<file path="src/rtl/rom_load_ctrl_pkg.sv">
// Shared definitions for the ROM download controller: FSM states, region map
// and region indices into the one-hot write enable.
package rom_load_ctrl_pkg;

    typedef enum logic [2:0] {
        ST_IDLE,
        ST_LOAD,
        ST_CHECK,
        ST_SETTLE,
        ST_RUN,
        ST_ERROR
    } state_t;

    localparam logic [24:0] CPU_BASE    = 25'h0_0000;
    localparam logic [24:0] CPU_SIZE    = 25'h0_8000;
    localparam logic [24:0] GFX_BASE    = 25'h0_8000;
    localparam logic [24:0] GFX_SIZE    = 25'h0_8000;
    localparam logic [24:0] SND_BASE    = 25'h1_0000;
    localparam logic [24:0] SND_SIZE    = 25'h0_0800;
    localparam logic [24:0] PROM_BASE   = 25'h1_0800;
    localparam logic [24:0] PROM_SIZE   = 25'h0_0800;
    localparam logic [24:0] TOTAL_BYTES = 25'h1_1000;

    localparam int REG_CPU  = 0;
    localparam int REG_GFX  = 1;
    localparam int REG_SND  = 2;
    localparam int REG_PROM = 3;
    localparam int NUM_REGIONS = 4;

    localparam logic [17:0] BYTE_COUNT_MAX = 18'h3_FFFF;

endpackage

</file>
<file path="src/rtl/rom_load_ctrl_region_dec.sv">
// Purely combinational region decode: download address to one-hot region
// select plus the offset within that region.
module rom_region_dec
    import rom_load_ctrl_pkg::*;
#(
    parameter int ADDR_W = 17
) (
    input  logic [24:0]            addr,
    output logic [NUM_REGIONS-1:0] sel,
    output logic [ADDR_W-1:0]      offset,
    output logic                   in_range
);

    logic [24:0] base;

    // Regions are contiguous, so an ordered chain of upper-bound compares is enough.
    always_comb begin
        sel      = '0;
        base     = '0;
        in_range = 1'b1;
        if (addr < CPU_BASE + CPU_SIZE) begin
            sel[REG_CPU] = 1'b1;
            base         = CPU_BASE;
        end else if (addr < GFX_BASE + GFX_SIZE) begin
            sel[REG_GFX] = 1'b1;
            base         = GFX_BASE;
        end else if (addr < SND_BASE + SND_SIZE) begin
            sel[REG_SND] = 1'b1;
            base         = SND_BASE;
        end else if (addr < PROM_BASE + PROM_SIZE) begin
            sel[REG_PROM] = 1'b1;
            base          = PROM_BASE;
        end else begin
            in_range = 1'b0;
        end
        offset = ADDR_W'(addr - base);
    end

endmodule

</file>
<file path="src/rtl/rom_load_ctrl.sv">
// ROM download controller: routes ioctl bytes into per-region ROM writes,
// validates the session length and holds the game core in reset until settled.
module rom_load_ctrl
    import rom_load_ctrl_pkg::*;
#(
    parameter int SETTLE_CYC = 256,
    parameter int ADDR_W     = 17
) (
    input  logic              clk_sys,
    input  logic              reset_n,
    input  logic              ioctl_download,
    input  logic              ioctl_wr,
    input  logic [24:0]       ioctl_addr,
    input  logic [7:0]        ioctl_dout,
    output logic [ADDR_W-1:0] rom_addr,
    output logic [7:0]        rom_data,
    output logic [3:0]        rom_we,
    output logic              core_reset,
    output logic              load_done,
    output logic              load_error,
    output logic [17:0]       byte_count,
    output logic [7:0]        checksum
);

    // SETTLE_CYC must be at least 1.
    localparam int CNT_W = (SETTLE_CYC < 2) ? 1 : $clog2(SETTLE_CYC + 1);
    localparam logic [CNT_W-1:0] SETTLE_LAST = CNT_W'(SETTLE_CYC - 1);

    state_t state;
    state_t next_state;

    logic             dl_q;
    logic             dl_armed;
    logic             dl_rise;
    logic             dl_fall;
    logic             oor;
    logic [CNT_W-1:0] settle_cnt;
    logic             load_entry;
    logic             accept_wr;

    logic [NUM_REGIONS-1:0] dec_sel;
    logic [ADDR_W-1:0]      dec_offset;
    logic                   dec_in_range;

    rom_region_dec #(
        .ADDR_W (ADDR_W)
    ) u_region_dec (
        .addr     (ioctl_addr),
        .sel      (dec_sel),
        .offset   (dec_offset),
        .in_range (dec_in_range)
    );

    // dl_armed blocks a session that was already running when reset released.
    assign dl_rise    = ioctl_download & ~dl_q & dl_armed;
    assign dl_fall    = ~ioctl_download & dl_q;
    assign load_entry = (next_state == ST_LOAD) && (state != ST_LOAD);
    assign accept_wr  = (state == ST_LOAD) && ioctl_wr;

    always_ff @(posedge clk_sys) begin
        if (!reset_n) begin
            state    <= ST_IDLE;
            dl_q     <= 1'b0;
            dl_armed <= 1'b0;
        end else begin
            state <= next_state;
            dl_q  <= ioctl_download;
            if (!ioctl_download) begin
                dl_armed <= 1'b1;
            end
        end
    end

    always_comb begin
        next_state = state;
        unique case (state)
            ST_IDLE: begin
                if (dl_rise) next_state = ST_LOAD;
            end
            ST_LOAD: begin
                if (dl_fall) next_state = ST_CHECK;
            end
            ST_CHECK: begin
                if (dl_rise) begin
                    next_state = ST_LOAD;
                end else if (({7'd0, byte_count} == TOTAL_BYTES) && !oor) begin
                    next_state = ST_SETTLE;
                end else begin
                    next_state = ST_ERROR;
                end
            end
            ST_SETTLE: begin
                if (dl_rise) begin
                    next_state = ST_LOAD;
                end else if (settle_cnt == SETTLE_LAST) begin
                    next_state = ST_RUN;
                end
            end
            ST_RUN, ST_ERROR: begin
                if (dl_rise) next_state = ST_LOAD;
            end
            default: next_state = ST_IDLE;
        endcase
    end

    always_comb begin
        core_reset = (state != ST_RUN);
        load_done  = (state == ST_RUN);
        load_error = (state == ST_ERROR);
    end

    always_ff @(posedge clk_sys) begin
        if (!reset_n) begin
            settle_cnt <= '0;
        end else if (state == ST_SETTLE) begin
            settle_cnt <= settle_cnt + 1'b1;
        end else begin
            settle_cnt <= '0;
        end
    end

    // Write path is registered so rom_we/rom_addr/rom_data land one cycle after the strobe.
    always_ff @(posedge clk_sys) begin
        if (!reset_n) begin
            rom_we     <= '0;
            rom_addr   <= '0;
            rom_data   <= '0;
            byte_count <= '0;
            checksum   <= '0;
            oor        <= 1'b0;
        end else begin
            rom_we <= '0;
            if (load_entry) begin
                byte_count <= '0;
                checksum   <= '0;
                oor        <= 1'b0;
            end else if (accept_wr) begin
                if (dec_in_range) begin
                    rom_we   <= dec_sel;
                    rom_addr <= dec_offset;
                    rom_data <= ioctl_dout;
                    checksum <= checksum + ioctl_dout;
                    if (byte_count != BYTE_COUNT_MAX) begin
                        byte_count <= byte_count + 18'd1;
                    end
                end else begin
                    oor <= 1'b1;
                end
            end
        end
    end

endmodule

</file>
<file path="config.mk">
export PLATFORM = sky130hd
export DESIGN_NAME = rom_load_ctrl
export DESIGN_NICKNAME = d
export VERILOG_FILES = /design/src/rtl/rom_load_ctrl_pkg.sv /design/src/rtl/rom_load_ctrl_region_dec.sv /design/src/rtl/rom_load_ctrl.sv
export SDC_FILE = /design/constraint.sdc
export NUM_CORES = 1
export LEC_CHECK = 0
export BUFFER_PORTS_ARGS = -buffer_cell sky130_fd_sc_hd__buf_2
export CORE_MARGIN = 8
export CORE_UTILIZATION = 53
export DETAILED_ROUTE_END_ITERATION = 10
export MAX_ROUTING_LAYER = met4
export PLACE_DENSITY = 0.77
export SKIP_CTS_REPAIR_TIMING = 1
export SYNTH_ARGS = -nofsm -noshare
export SYNTH_HDL_FRONTEND = slang
export SYNTH_HIERARCHICAL = 1
export SYNTH_SLANG_ARGS = --single-unit
</file>
<file path="constraint.sdc">
create_clock -name clk_sys -period 2.9 [get_ports clk_sys]
set_clock_uncertainty 0.15 [all_clocks]
set_input_delay 0.29 -clock clk_sys [delete_from_list [all_inputs] [get_ports clk_sys]]
set_output_delay 0.29 -clock clk_sys [all_outputs]
set_load 0.05 [all_outputs]
</file>
==> impl_metrics.csv <==
group,metric,value,unit
layout,num_antenna_cells,0,
placement,io_buffers,94,
timing,setup_viol,0,
clock_tree,cts_tree,"yes",
logic_synthesis,synth_seq_area_share,39.0,%
power_and_ir_drop,power,0.00186,W
timing,rsz0062_at_grt,"no",
layout,area_growth,19.3,%
placement,post-place-ws,0.0899,ns
drt,first_pass_iters,4,
clock_tree,cts-root-buf,"clkbuf_8",
timing,fin_tns_setup,0,ns
critical_path,critPathKind,"input port to flop",
logic_synthesis,synth_cell_types,52,
drt,avgRoutedWirePerCell,14.5,um
timing,fmaxAchievable,398,MHz
timing,max_slew_margin,58.5,%
drt,drc_errors,0,
layout,seq_area,0.00140,sq mm
power_and_ir_drop,combinationalPowerShare,5.3,%
critical_path,crit_required,3.00,ns
power_and_ir_drop,intPower,0.00145,W
clock_tree,clkTransAtPathRegs,0.07,ns
drt,ant_nets,0,
job,drv_cap,0,
logic_synthesis,ys_async_sr_fraction,0,%
logic_synthesis,ys_ff_latch,70,
layout,final_cell_mix,"buf_2, nand2_1, dfxtp_1",
clock_tree,cts_made_buffers,9,
critical_path,cp_data_arrival_time,2.62,ns
min_path,min_path_type,"input port to flop",
floorplanning,num_io_pins,95,
drt,wl,8.73,mm
grt,grt_antenna_before_repair,0,
power_and_ir_drop,seqPwrFrac,52.1,%
floorplanning,die_y,98.3,um
floorplanning,rows,30,
logic_synthesis,synth_flop_cell,"dfxtp_1",
logic_synthesis,avgSynthCellArea,8.32,sq um
min_path,min_from,"ioctl_download",
grt,track_usage,18.8,%
critical_path,path_max_fanout,4,
power_and_ir_drop,power_leakage,1.76,nW
grt,grt_pass1_vias,3182,
layout,nets,569,
critical_path,crit_start,"ioctl_addr[17]",
clock_tree,insertion_delay,0.33,ns
clock_tree,cts.sinks,70,
floorplanning,dieArea,0.00967,sq mm
placement,dp_cells,586,
layout,fillers,591,
drt,vias,3290,
floorplanning,fp.dieW,98.3,um
power_and_ir_drop,clockPowerShare,42.5,%
timing,timing.final.crit_share,86.7,%
floorplanning,initial_core_util,53.8,%
timing,setup_ws,0.384,ns
drt,vias_per_cell,5.47,
layout,fin_cells,602,
timing,worstMarginPinSlew,0.617,ns
timing,hold_violations,0,
placement,gp_congestion,0.912,
run_status,outcome,"complete, no violations",
clock_tree,h-tree-depth,3,
grt,grt_first_pass_wirelength,14.8,mm
critical_path,crit_path_start_kind,"input port",
layout,multi_input_area,0.00192,sq mm
logic_synthesis,synth-edff-count,0,
power_and_ir_drop,powerDensity,433,mW/mm^2
power_and_ir_drop,p_sw,0.000404,W
placement,hpwl,6.40,mm
layout,final_layout_size_suffix_gt1_share,24.5,%
logic_synthesis,netlist_instances,432,
grt,grt_max_degree,32,
timing,slew_violations,0,
grt,grt_overflow,0,
clock_tree,clk_path_buf_depth,2,
power_and_ir_drop,ir_drop,233,uV
logic_synthesis,yosys_warnings,6,
layout,final_common_cell,"buf_2",
logic_synthesis,synth.net_count,484,
timing,min_period,2.52,ns
critical_path,end_kind,"flop",
critical_path,r2r-start,"settle_cnt[2]$_SDFF_PN0_",
logic_synthesis,synth_area,0.00359,sq mm
floorplanning,coreArea,0.00668,sq mm
drt,dr.first_iter.drc_count,119,
power_and_ir_drop,swShare,21.7,%
metal layers:
layer | part of all wire [%] | vias to the layer above | track usage, %
li1 | - | 1652 | -
met1 | 45 | 1548 | 21.4
met4 | 1.4 | 0 | 6.85
met2 | 49 | 79 | 31.5
met5 | 0 | - | -
met3 | 4.9 | 11 | 4.13
cells in the mapped netlist (all sizes together), types with 2 or more instances:
library cell	instances	share of area, %
nor4	10	1.9
clkbuf	11	1.1
xor2	10	2.4
nand2	71	7.4
nand4	7	1.2
mux2i	5	1.4
and2	4	0.70
a221oi	2	0.49
a21boi	26	5.4
inv	26	2.7
nand3	11	1.5
o31a	2	0.49
nor3	11	1.5
o2111ai	2	0.49
o21a	2	0.42
nor2b	3	0.52
nand2b	4	0.70
nor2	28	2.9
or4	2	0.42
a21oi	33	4.7
o21ai	5	0.70
o31ai	2	0.42
buf	20	3.7
dfxtp	70	39
and4	2	0.49
a211oi	8	2.2
and3	6	1.0
xnor2	16	3.9
ha	14	4.9
a31oi	2	0.35
or4b	3	0.94
worst max-delay path: stages:
cell and delay (ns):
buf_2 0.09, nor4_1 0.56, nand4_1 0.22, nor2_1 0.20, ha_1 0.21, or4b_4 0.48, a21oi_2 0.17, xor2_1 0.15
nand2_1 0.06, a21boi_0 0.18
state kept, by name, indices dropped and copies added (netlist names):
name	count
oor	1
checksum	8
byte_count	18
dl_q	1
rom_we	4
rom_addr	17
state	3
settle_cnt	9
dl_armed	1
rom_data	8
cells by family after synthesis:
logic type / share of synthesized area [%]
flip-flops: 39.0
multiplexers: 1.39
XOR/XNOR: 6.34
buffers and inverters: 7.52
adder cells (fa/ha/maj): 5.43
AO/OA/AOI/OAI: 17.5
AND/OR/NAND/NOR: 22.8
final cells by class:
type                    count  area share, %
clock inverters             3          0.992
repair buffers            105           13.2
well taps                  80           2.34
inverters                  26           2.28
multi-input cells         305           44.8
clock buffers              13           3.71
flip-flops and latches     70           32.7
through the flow:
step           cell area, sq um  hold WS (ns)  util [%]
2_1_floorplan              3590         0.249         -
3_3_place_gp               4090         0.296      61.1
3_5_place_dp               4090         0.304      61.1
4_1_cts                    4290        0.0354      64.2
5_1_grt                    4290        0.0500      64.2
6_report                   4290        0.0432      64.2
power by group through the flow:
stage	Clock [W]	Sequential (W)	Combinational (W)
floorplan	0	0.000989	0.0000644
global placement	0	0.000990	0.0000964
detailed placement	0	0.000990	0.0000980
CTS	0.000808	0.000968	0.0000989
global route	0.000847	0.000968	0.000110
finish	0.000789	0.000968	0.0000988
worst paths after layout:
check | end | slack [ns] | depth (start not counted)
hold / removal | dl_armed$_SDFFE_PN0N_ | 0.04 | 2
setup / recovery | rom_addr[16]$_SDFFE_PN0P_ | 0.38 | 10
setup reg to reg | byte_count[3]$_SDFFE_PP0P_ | 0.41 | 10
hold reg to reg | rom_addr[9]$_SDFFE_PN0P_ | 0.31 | 2
Note: power is estimated with default switching activity, not from simulation.
